$ cat src/rtl/sub_share_arbiter.sv
`timescale 1ns/1ps
`default_nettype none
// ============================================================================
// Module  : sub_share_arbiter
// Brief   : Round-robin sharing of one external signed subtractor among
//           NUM_REQ valid/ready requesters, with a tagged response channel.
// Revision: 1.0
// ============================================================================
module sub_share_arbiter #(
    parameter int NUM_REQ = 4,
    parameter int WIDTH   = 32,
    parameter int IDW     = 2
) (
    input  logic                     clk,
    input  logic                     rst_n,
    input  logic [NUM_REQ-1:0]       req_valid,
    output logic [NUM_REQ-1:0]       req_ready,
    input  logic [NUM_REQ*WIDTH-1:0] req_a,
    input  logic [NUM_REQ*WIDTH-1:0] req_b,
    output logic [WIDTH-1:0]         sub_a,
    output logic [WIDTH-1:0]         sub_b,
    input  logic [WIDTH-1:0]         sub_result,
    input  logic                     sub_overflow,
    output logic                     rsp_valid,
    input  logic                     rsp_ready,
    output logic [IDW-1:0]           rsp_id,
    output logic [WIDTH-1:0]         rsp_result,
    output logic                     rsp_overflow,
    output logic [NUM_REQ-1:0]       ovf_sticky,
    input  logic [NUM_REQ-1:0]       ovf_clr
);

    typedef enum logic [1:0] {
        S_IDLE  = 2'd0,
        S_ISSUE = 2'd1,
        S_RESP  = 2'd2
    } state_t;

    state_t               state_q, state_d;
    logic [IDW-1:0]       rr_ptr_q, rr_ptr_d;
    logic [IDW-1:0]       id_q, id_d;
    logic [WIDTH-1:0]     op_a_q, op_a_d;
    logic [WIDTH-1:0]     op_b_q, op_b_d;
    logic [WIDTH-1:0]     res_q, res_d;
    logic                 ovf_q, ovf_d;
    logic [NUM_REQ-1:0]   sticky_q, sticky_d;
    logic [NUM_REQ-1:0]   sticky_set;

    logic                 hi_found, lo_found, grant_found;
    logic [IDW-1:0]       hi_id, lo_id, grant_id;

    // Lowest valid index at or above rr_ptr wins; otherwise wrap to the lowest valid index.
    always_comb begin
        hi_found = 1'b0;
        lo_found = 1'b0;
        hi_id    = '0;
        lo_id    = '0;
        for (int i = NUM_REQ - 1; i >= 0; i--) begin
            if (req_valid[i]) begin
                if (IDW'(i) >= rr_ptr_q) begin
                    hi_found = 1'b1;
                    hi_id    = IDW'(i);
                end
                lo_found = 1'b1;
                lo_id    = IDW'(i);
            end
        end
        grant_found = hi_found | lo_found;
        grant_id    = hi_found ? hi_id : lo_id;
    end

    always_comb begin
        state_d    = state_q;
        rr_ptr_d   = rr_ptr_q;
        id_d       = id_q;
        op_a_d     = op_a_q;
        op_b_d     = op_b_q;
        res_d      = res_q;
        ovf_d      = ovf_q;
        req_ready  = '0;
        sticky_set = '0;
        case (state_q)
            S_IDLE: begin
                if (grant_found) begin
                    req_ready[grant_id] = 1'b1;
                    id_d    = grant_id;
                    op_a_d  = req_a[int'(grant_id)*WIDTH +: WIDTH];
                    op_b_d  = req_b[int'(grant_id)*WIDTH +: WIDTH];
                    state_d = S_ISSUE;
                end
            end
            S_ISSUE: begin
                res_d   = sub_result;
                ovf_d   = sub_overflow;
                state_d = S_RESP;
            end
            S_RESP: begin
                if (rsp_ready) begin
                    sticky_set[id_q] = ovf_q;
                    rr_ptr_d = (id_q == IDW'(NUM_REQ - 1)) ? '0 : id_q + 1'b1;
                    state_d  = S_IDLE;
                end
            end
            default: state_d = S_IDLE;
        endcase
        // A set in the same cycle as a clear of the same bit must survive.
        sticky_d = (sticky_q & ~ovf_clr) | sticky_set;
    end

    always_ff @(posedge clk) begin
        if (!rst_n) begin
            state_q  <= S_IDLE;
            rr_ptr_q <= '0;
            id_q     <= '0;
            op_a_q   <= '0;
            op_b_q   <= '0;
            res_q    <= '0;
            ovf_q    <= 1'b0;
            sticky_q <= '0;
        end else begin
            state_q  <= state_d;
            rr_ptr_q <= rr_ptr_d;
            id_q     <= id_d;
            op_a_q   <= op_a_d;
            op_b_q   <= op_b_d;
            res_q    <= res_d;
            ovf_q    <= ovf_d;
            sticky_q <= sticky_d;
        end
    end

    assign sub_a        = (state_q == S_IDLE) ? '0 : op_a_q;
    assign sub_b        = (state_q == S_IDLE) ? '0 : op_b_q;
    assign rsp_valid    = (state_q == S_RESP);
    assign rsp_id       = id_q;
    assign rsp_result   = res_q;
    assign rsp_overflow = ovf_q;
    assign ovf_sticky   = sticky_q;

endmodule
`default_nettype wire
$ cat config.mk
export PLATFORM = sky130hd
export DESIGN_NAME = sub_share_arbiter
export DESIGN_NICKNAME = d
export VERILOG_FILES = /design/src/rtl/sub_share_arbiter.sv
export SDC_FILE = /design/constraint.sdc
export NUM_CORES = 1
export LEC_CHECK = 0
export BUFFER_PORTS_ARGS = -buffer_cell sky130_fd_sc_hd__buf_4
export CAP_MARGIN = 0
export CORE_AREA = 8 8 153 155
export DETAILED_ROUTE_END_ITERATION = 7
export DIE_AREA = 0 0 161 163
export GPL_TIMING_DRIVEN = 0
export SLEW_MARGIN = 20
export SYNTH_ARGS = -nofsm -noshare
export SYNTH_HDL_FRONTEND = slang
export SYNTH_SLANG_ARGS = --single-unit
$ cat constraint.sdc
create_clock -name clk -period 2.2 [get_ports clk]
set_input_delay 0.55 -clock clk [delete_from_list [all_inputs] [get_ports clk]]
set_output_delay 0.55 -clock clk [all_outputs]
set_load 0.01 [all_outputs]
==> results of run 1 <==
## worst register-to-register path, cell delays in order (launching register included)
cell and delay [ps]:
sky130_fd_sc_hd__dfxtp_2 340, sky130_fd_sc_hd__nor2b_2 200, sky130_fd_sc_hd__a2111oi_4 70, sky130_fd_sc_hd__nor2_4 240
sky130_fd_sc_hd__buf_4 200, sky130_fd_sc_hd__buf_6 200, sky130_fd_sc_hd__buf_6 220, sky130_fd_sc_hd__mux2i_1 300
sky130_fd_sc_hd__o221ai_1 170
## state kept, by name (all words and copies together) (netlist names)
name	count
rr_ptr_q	2
op_b_q	32
ovf_sticky	4
op_a_q	32
state_q	2
rsp_overflow	1
rsp_result	32
rsp_id	2
## per-layer routing
layer  routed length [um]  global-route usage (%)  up-vias
li1                     -                       -     3151
met1                10950                   21.95     2902
met2                13910                   35.68      263
met3                 2243                   6.522       20
met4                  303                   4.756        2
met5                   13                       0        -
## per-stage QoR
step / power (mW) / utilization [%] / instance area [um^2]
detailed placement: 4.092 / 44.00 / 9161
floorplan: 3.134 / - / 5762
global route: 6.107 / 46.78 / 9741
finish: 5.799 / 46.78 / 9741
CTS: 5.861 / 46.50 / 9683
global placement: 4.080 / 44.00 / 9161
## worst paths after layout
kind	startpoint	end	slack, ps	cells past startpoint
hold reg to reg	op_b_q[29]	op_b_q[29]	450	2
hold / removal	sub_result[8]	rsp_result[8]	420	3
setup reg to reg	rr_ptr_q[0]	op_b_q[2]	130	8
setup / recovery	req_valid[0]	req_ready[0]	-10	6
## placed cells by master (no fill, tap or decap), types with 2 or more instances in the layout
cell / instances
sky130_fd_sc_hd__a21oi_1: 42
sky130_fd_sc_hd__and3_4: 2
sky130_fd_sc_hd__buf_2: 17
sky130_fd_sc_hd__buf_4: 420
sky130_fd_sc_hd__buf_6: 16
sky130_fd_sc_hd__clkbuf_1: 11
sky130_fd_sc_hd__clkbuf_16: 9
sky130_fd_sc_hd__clkbuf_2: 2
sky130_fd_sc_hd__clkbuf_4: 2
sky130_fd_sc_hd__clkinv_8: 2
sky130_fd_sc_hd__dfxtp_1: 103
sky130_fd_sc_hd__dfxtp_2: 3
sky130_fd_sc_hd__ha_1: 4
sky130_fd_sc_hd__inv_1: 5
sky130_fd_sc_hd__inv_8: 2
sky130_fd_sc_hd__mux2i_1: 125
sky130_fd_sc_hd__mux2i_2: 2
sky130_fd_sc_hd__nand2_1: 133
sky130_fd_sc_hd__nand2_2: 2
sky130_fd_sc_hd__nand2b_1: 2
sky130_fd_sc_hd__nor2_1: 8
sky130_fd_sc_hd__nor2_4: 2
sky130_fd_sc_hd__nor2b_1: 67
sky130_fd_sc_hd__nor2b_2: 4
sky130_fd_sc_hd__nor3_4: 2
sky130_fd_sc_hd__o221ai_1: 63
## cell type report
type / count / area [um^2]
Multi-Input combinational cell: 477 / 3396
Clock inverter: 7 / 80.08
Tap cell: 275 / 344.1
Fill cell: 2124 / 11080
Buffer: 50 / 322.8
Timing Repair Buffer: 421 / 3194
Sequential cell: 107 / 2150
Inverter: 7 / 28.78
Clock buffer: 9 / 225.2
## what timing repair did
item | 4_1_cts | 5_1_grt
pin swaps | 8 | 3
setup endpoints to repair | 68 | 23
buffers inserted | 10 | 4
gates resized for setup | 41 | 17
hold buffers | 0 | 0
## cell families (layout without fill, tap and decap cells)
| family | after synthesis | count (layout) | share of synthesized area (%) |
|---|---|---|---|
| simple gates | 229 | 229 | 18.78 |
| mux | 128 | 128 | 22.26 |
| compound gates | 116 | 116 | 15.20 |
| flops | 107 | 107 | 37.18 |
| buf+inv | 58 | 494 | 5.711 |
| fa+ha+maj | 4 | 4 | 0.8687 |
## power by group through the flow
stage | Combinational, mW | Sequential [mW] | Clock, mW
2_1_floorplan | 0.845 | 2.29 | 0
3_3_place_gp | 1.80 | 2.28 | 0
3_5_place_dp | 1.80 | 2.29 | 0
4_1_cts | 1.88 | 2.25 | 1.73
5_1_grt | 2.02 | 2.27 | 1.81
6_report | 1.87 | 2.25 | 1.68
==> reports/metrics.sh, run 1 <==
ASYNC_FLOP_SHARE_PCT=0
LAYOUT_WORST_PATH_CYCLE_SHARE_PCT=100.4
CTS.REPORTEDPATHS.CLKPINSLEW_PS=90
GRT_START_MAX_NET_PINS=22
CPLARGESTDELAYFAMILY='simple AND/OR/NAND/NOR gates'
FAILING_CHECKS='setup timing'
POWER_PER_CELL_AREA_nW_PER_UM2=595.3
WORST_PATH_MAX_DELAY_CELL='sky130_fd_sc_hd__or4_4'
CTS-HTREE-LEVELS=3
GLOBAL_ROUTE_WIRE_LENGTH_BEFORE_REPAIR_UM=39800
ROUTEDWLPERCELL_UM=20.27
WORST-ENDPOINT-ARRIVAL_PS=1660
SETUP.WORST_PATH.END_CLASS='output port'
FRACTION_OF_LAYOUT_INSTANCES_USING_A_DRIVE_STRENGTH_ABOVE_1_PCT=46.94
YS_TOP_CELLS_BY_COUNT='sky130_fd_sc_hd__nand2_1, sky130_fd_sc_hd__mux2i_1, sky130_fd_sc_hd__dfxtp_1, sky130_fd_sc_hd__nor2b_1, sky130_fd_sc_hd__o221ai_1'
FINCLKSKEW_PS=13.08
ANTENNA_CELLS=0
SYNTH-EDFF-COUNT=0
CRIT_PATH_MAX_FANOUT=4
SYNTH.TOP_CELL.AREA_SHARE_PCT=37.18
IRDROPWORSTVDD_V=0.0003767
ANTENNA_VIOLATIONS_BEFORE_REPAIR=1
GLOBALROUTETOTALUTIL_PCT=19.73
HOLD_WS_PS=422.5
CRIT_PATH_START_KIND='input port'
POWER.SHARE.SWITCHING_PCT=31.90
NUM_ROWS=53
DR_TOTAL_VIAS=6338
RSZ0062_AT_GRT='true'
FINAL-INSTANCE-COUNT-EXCL-FILL=1353
MAXSLEWHEADROOM_PCT=68.12
PWR-SHARE-CLK_PCT=29.0
PLACED_CELLS=1324
SHARE_COMB_OF_TOTAL_POWER_PCT=32.2
GLOBALPLACE.CONGESTION=0.7844
POSTSYNTH.TOPFLOPCELL='sky130_fd_sc_hd__dfxtp_1'
MAX_SLEW.WORST_PIN.SLEW_PS=478.3
DRCVIOLATIONCOUNT=0
POST_SYNTH_INST_COUNT=642
SYNTH_SEQ_CELLS=107
WORST_EP_REQUIRED_TIME_PS=1650
SYNTH_AREA_PER_CELL_UM2=8.975
DETAILEDPLACE.WORSTSLACK_PS=-702.3
MAX_CLOCK_FREQ_MHz=452.6
YOSYSWARNINGCOUNT=0
TOTALNEGATIVESETUPSLACK_PS=-14.67
GRT_OVERFLOW=0
HPWL_UM=22080
SETUP_VIOLATIONS=2
ANT_NETS=0
CLOCK_TREE.BUFFER_DEPTH=2
CRITPATHBUFINV=3
CTS-BUFFERS-INSERTED=9
CRITICAL-PATH-MAX-STAGE-DELAY_PS=560
YOSYS.AREA.TOP_TYPE='sky130_fd_sc_hd__dfxtp_1'
TOP_LEVEL_PORTS=408
POWER_LEAKAGE_nW=4.887
DRT_ITER0_MARKERS=247
DIE_X_UM=161
POST_SYNTH_NUM_CELL_TYPES=33
CLOCK_ROOT_BUFFER_MASTER='sky130_fd_sc_hd__clkbuf_16'
SYNTH_AREA_LEADERS='sky130_fd_sc_hd__dfxtp_1, sky130_fd_sc_hd__mux2i_1, sky130_fd_sc_hd__o221ai_1, sky130_fd_sc_hd__nand2_1, sky130_fd_sc_hd__nor2b_1'
GRT_PASS1_VIAS=6602
ROUTE.DETAILED.VIAS_PER_INST=4.684
CHIPHEIGHT_UM=163
REPORT.FINAL.HOLD_VIOL_COUNT=0
FINALCRITICALPERIOD_PS=2210
SLEW_VIOL_FINAL=0
LAYOUT_SETUP_WS_PS=-9.576
P_INT_mW=3.949
RUN_STATUS='finished with violations'
AREAGROWTHSYNTHTOFINISH_PCT=69.06
FLOORPLAN.DIE_AREA_UM2=26240
WIRE_LENGTH_AFTER_DETAILED_ROUTING_UM=27420
TRITONCTS_CLOCK_TREE='yes'
FP.COREAREA_UM2=20820
FLOORPLAN.INITIALDENSITY_PCT=27.67
PLACE.PORT_BUFFERS=407
CRITICAL_PATH.CELL_CHAIN='buf_8, or4_4, nand2_4, inv_4, and3_4, buf_6'
SYNTHMOSTINSTANTIATEDCELL='sky130_fd_sc_hd__nand2_1'
DRV_CAP=0
CLK_LATENCY_PS=360
SYNTHESIS.AREA_UM2=5762
SYNTH-SEQ-AREA-SHARE_PCT=37.18
DRT_PRE_ANTENNA_ITERS=4
PATH_CLASS='input port to output port'
WORST_HOLD_PATH_TYPE='input port to flip-flop'
CLOCK_SINKS=107
SEQUENTIALPOWERSHARE_PCT=38.8
NETS=1377
SYN_NETS=946
NETSWITCHINGPOWER_mW=1.850
Note: power is estimated with default switching activity, not from simulation.
==> run 2, diff against run 1 <==
--- a/config.mk
+++ b/config.mk
@@ -7,11 +7,10 @@
 export LEC_CHECK = 0
 export BUFFER_PORTS_ARGS = -buffer_cell sky130_fd_sc_hd__buf_4
 export CAP_MARGIN = 0
-export CORE_AREA = 8 8 153 155
+export CORE_AREA = 8 8 154 156
 export DETAILED_ROUTE_END_ITERATION = 7
-export DIE_AREA = 0 0 161 163
+export DIE_AREA = 0 0 162 164
 export GPL_TIMING_DRIVEN = 0
-export SLEW_MARGIN = 20
 export SYNTH_ARGS = -nofsm -noshare
 export SYNTH_HDL_FRONTEND = slang
 export SYNTH_SLANG_ARGS = --single-unit
==> reports/metrics.sh, run 2 (synthesized netlist as in run 1, its figures left out) <==
NETS=1372
CPLARGESTDELAYFAMILY='simple AND/OR/NAND/NOR gates'
WORST-ENDPOINT-ARRIVAL_PS=1670
WORST_HOLD_PATH_TYPE='input port to flip-flop'
ROUTEDWLPERCELL_UM=20.01
FRACTION_OF_LAYOUT_INSTANCES_USING_A_DRIVE_STRENGTH_ABOVE_1_PCT=46.60
FP.COREAREA_UM2=21350
PATH_CLASS='input port to output port'
CRITICAL_PATH.CELL_CHAIN='buf_4, or4_4, nand2_4, inv_2, and3_4, buf_6'
DRT_PRE_ANTENNA_ITERS=4
RSZ0062_AT_GRT='true'
FINAL-INSTANCE-COUNT-EXCL-FILL=1353
FLOORPLAN.DIE_AREA_UM2=26570
DRT_ITER0_MARKERS=276
ANT_NETS=0
MAX_SLEW.WORST_PIN.SLEW_PS=567.8
CRITICAL-PATH-MAX-STAGE-DELAY_PS=560
TRITONCTS_CLOCK_TREE='yes'
ANTENNA_CELLS=0
GLOBAL_ROUTE_WIRE_LENGTH_BEFORE_REPAIR_UM=39070
PLACED_CELLS=1329
POWER_mW=5.769
REPORT.FINAL.HOLD_VIOL_COUNT=0
FINAL_UTIL_PCT=45.29
GRT_START_MAX_NET_PINS=22
POST_CTS_HOLD_BUFFER_COUNT=0
SLEW_VIOL_FINAL=0
WORST_PATH_MAX_DELAY_CELL='sky130_fd_sc_hd__or4_4'
CHIPHEIGHT_UM=164
CLOCK_SINKS=107
TOTALNEGATIVESETUPSLACK_PS=-39.36
LAYOUT_WORST_PATH_CYCLE_SHARE_PCT=100.9
MAX_CLOCK_FREQ_MHz=450.5
FINCLKSKEW_PS=14.00
CLK_LATENCY_PS=360
CTS-HTREE-LEVELS=3
DRCVIOLATIONCOUNT=0
ANTENNA_VIOLATIONS_BEFORE_REPAIR=0
FILLERINSTANCES=2166
CLOCK_TREE.BUFFER_DEPTH=2
CRIT_PATH_MAX_FANOUT=6
PLACE.PORT_BUFFERS=407
FINALCRITICALPERIOD_PS=2220
SETUP_VIOLATIONS=2
CTS-BUFFERS-INSERTED=9
FLOORPLAN.INITIALDENSITY_PCT=26.99
STARTPOINT='req_valid[3]'
CLOCK_ROOT_BUFFER_MASTER='sky130_fd_sc_hd__clkbuf_16'
LAYOUT.CELLS.MOST_COMMON='sky130_fd_sc_hd__buf_4'
GRT_PASS1_VIAS=6602
LAYOUT_SETUP_WS_PS=-19.76
GLOBALPLACE.CONGESTION=0.8058
HPWL_UM=22070
WORST_EP_REQUIRED_TIME_PS=1650
CTS.REPORTEDPATHS.CLKPINSLEW_PS=90
GRT_OVERFLOW=0
WIRE_LENGTH_AFTER_DETAILED_ROUTING_UM=27070
HOLDCRITSTARTPOINT='sub_result[14]'
DRV_CAP=0
DIE_X_UM=162
DR_TOTAL_VIAS=6305
GLOBALROUTETOTALUTIL_PCT=19.08
POWER_LEAKAGE_nW=4.855
CRITPATHBUFINV=3
RUN_STATUS='finished with violations'
CRIT_PATH_START_KIND='input port'
SETUP.WORST_PATH.END_CLASS='output port'
NUM_ROWS=54
POWER_PER_CELL_AREA_nW_PER_UM2=596.7
ROUTE.DETAILED.VIAS_PER_INST=4.660
HOLD_WS_PS=428.5
RR_STARTPOINT='rr_ptr_q[0]'
IRDROPWORSTVDD_V=0.0003462
FAILING_CHECKS='setup timing'
MAXSLEWHEADROOM_PCT=62.15
TOP_LEVEL_PORTS=408
MOSTFREQUENTLAYOUTCELLS='sky130_fd_sc_hd__buf_4, sky130_fd_sc_hd__nand2_1, sky130_fd_sc_hd__mux2i_1'
AREAGROWTHSYNTHTOFINISH_PCT=67.82
==> run 2: cell count changes in the layout (fill, tap and decap cells not counted), moves of 2 or more <==
cell / before / now
sky130_fd_sc_hd__buf_6: 16 / 12
sky130_fd_sc_hd__clkbuf_2: 2 / 0
sky130_fd_sc_hd__inv_1: 5 / 3
sky130_fd_sc_hd__nor3_4: 2 / 0
sky130_fd_sc_hd__inv_2: 1 / 4
sky130_fd_sc_hd__nor3_2: 0 / 2
==> run 2: metrics by stage <==
step,area [um^2],setup WS (ps)
final,9669,-19.76
after global routing,9669,-107.1
after CTS,9664,-38.94
after detailed placement,9168,-775.1
after global placement,9168,-742.0
after floorplan,5762,-20.51
==> run 2: area by class of cell <==
type	instances	area [um^2]	share of cell area (%)
plain buffers	50	340.3	3.520
clock buffers	9	225.2	2.329
clock inverters	7	81.33	0.8411
inverters	7	26.28	0.2717
multi-input cells	477	3359	34.74
flip-flops and latches	107	2152	22.26
well taps	280	350.3	3.623
repair buffers	416	3134	32.41
==> run 2: final timing paths <==
kind / endpoint / slack, ps / depth (start not counted)
min: rsp_result[14] / 430 / 3
max: req_ready[2] / -20 / 6
min reg2reg: rsp_result[28] / 460 / 2
max reg2reg: op_a_q[29] / 180 / 8
==> run 2: tightest hold or removal path, delay by kind of cell <==
| kind | cells | cell delay, ps |
|---|---|---|
| buf+inv | 1 | 110 |
| compound gates | 1 | 50 |
| simple gates | 1 | 40 |
==> run 2: what timing repair did <==
action	CTS	global route
resized for setup	42	4
endpoints found under the setup margin	69	16
setup buffers	9	0
pin swaps	8	1
==> run 2: where the power goes <==
group	internal, mW	switching [mW]	total [mW]
sequential	2.15	0.101	2.25
combinational	0.979	0.866	1.85
clock	0.815	0.862	1.68
total	3.94	1.83	5.77
==> run 2: metal layers <==
layer / vias to the layer above / global-route usage (%) / routed length [um]
li1: 3141 / - / -
met1: 2882 / 20.84 / 10590
met2: 264 / 34.84 / 13770
met3: 18 / 6.942 / 2401
met4: 0 / 3.914 / 305
met5: - / 0 / 0
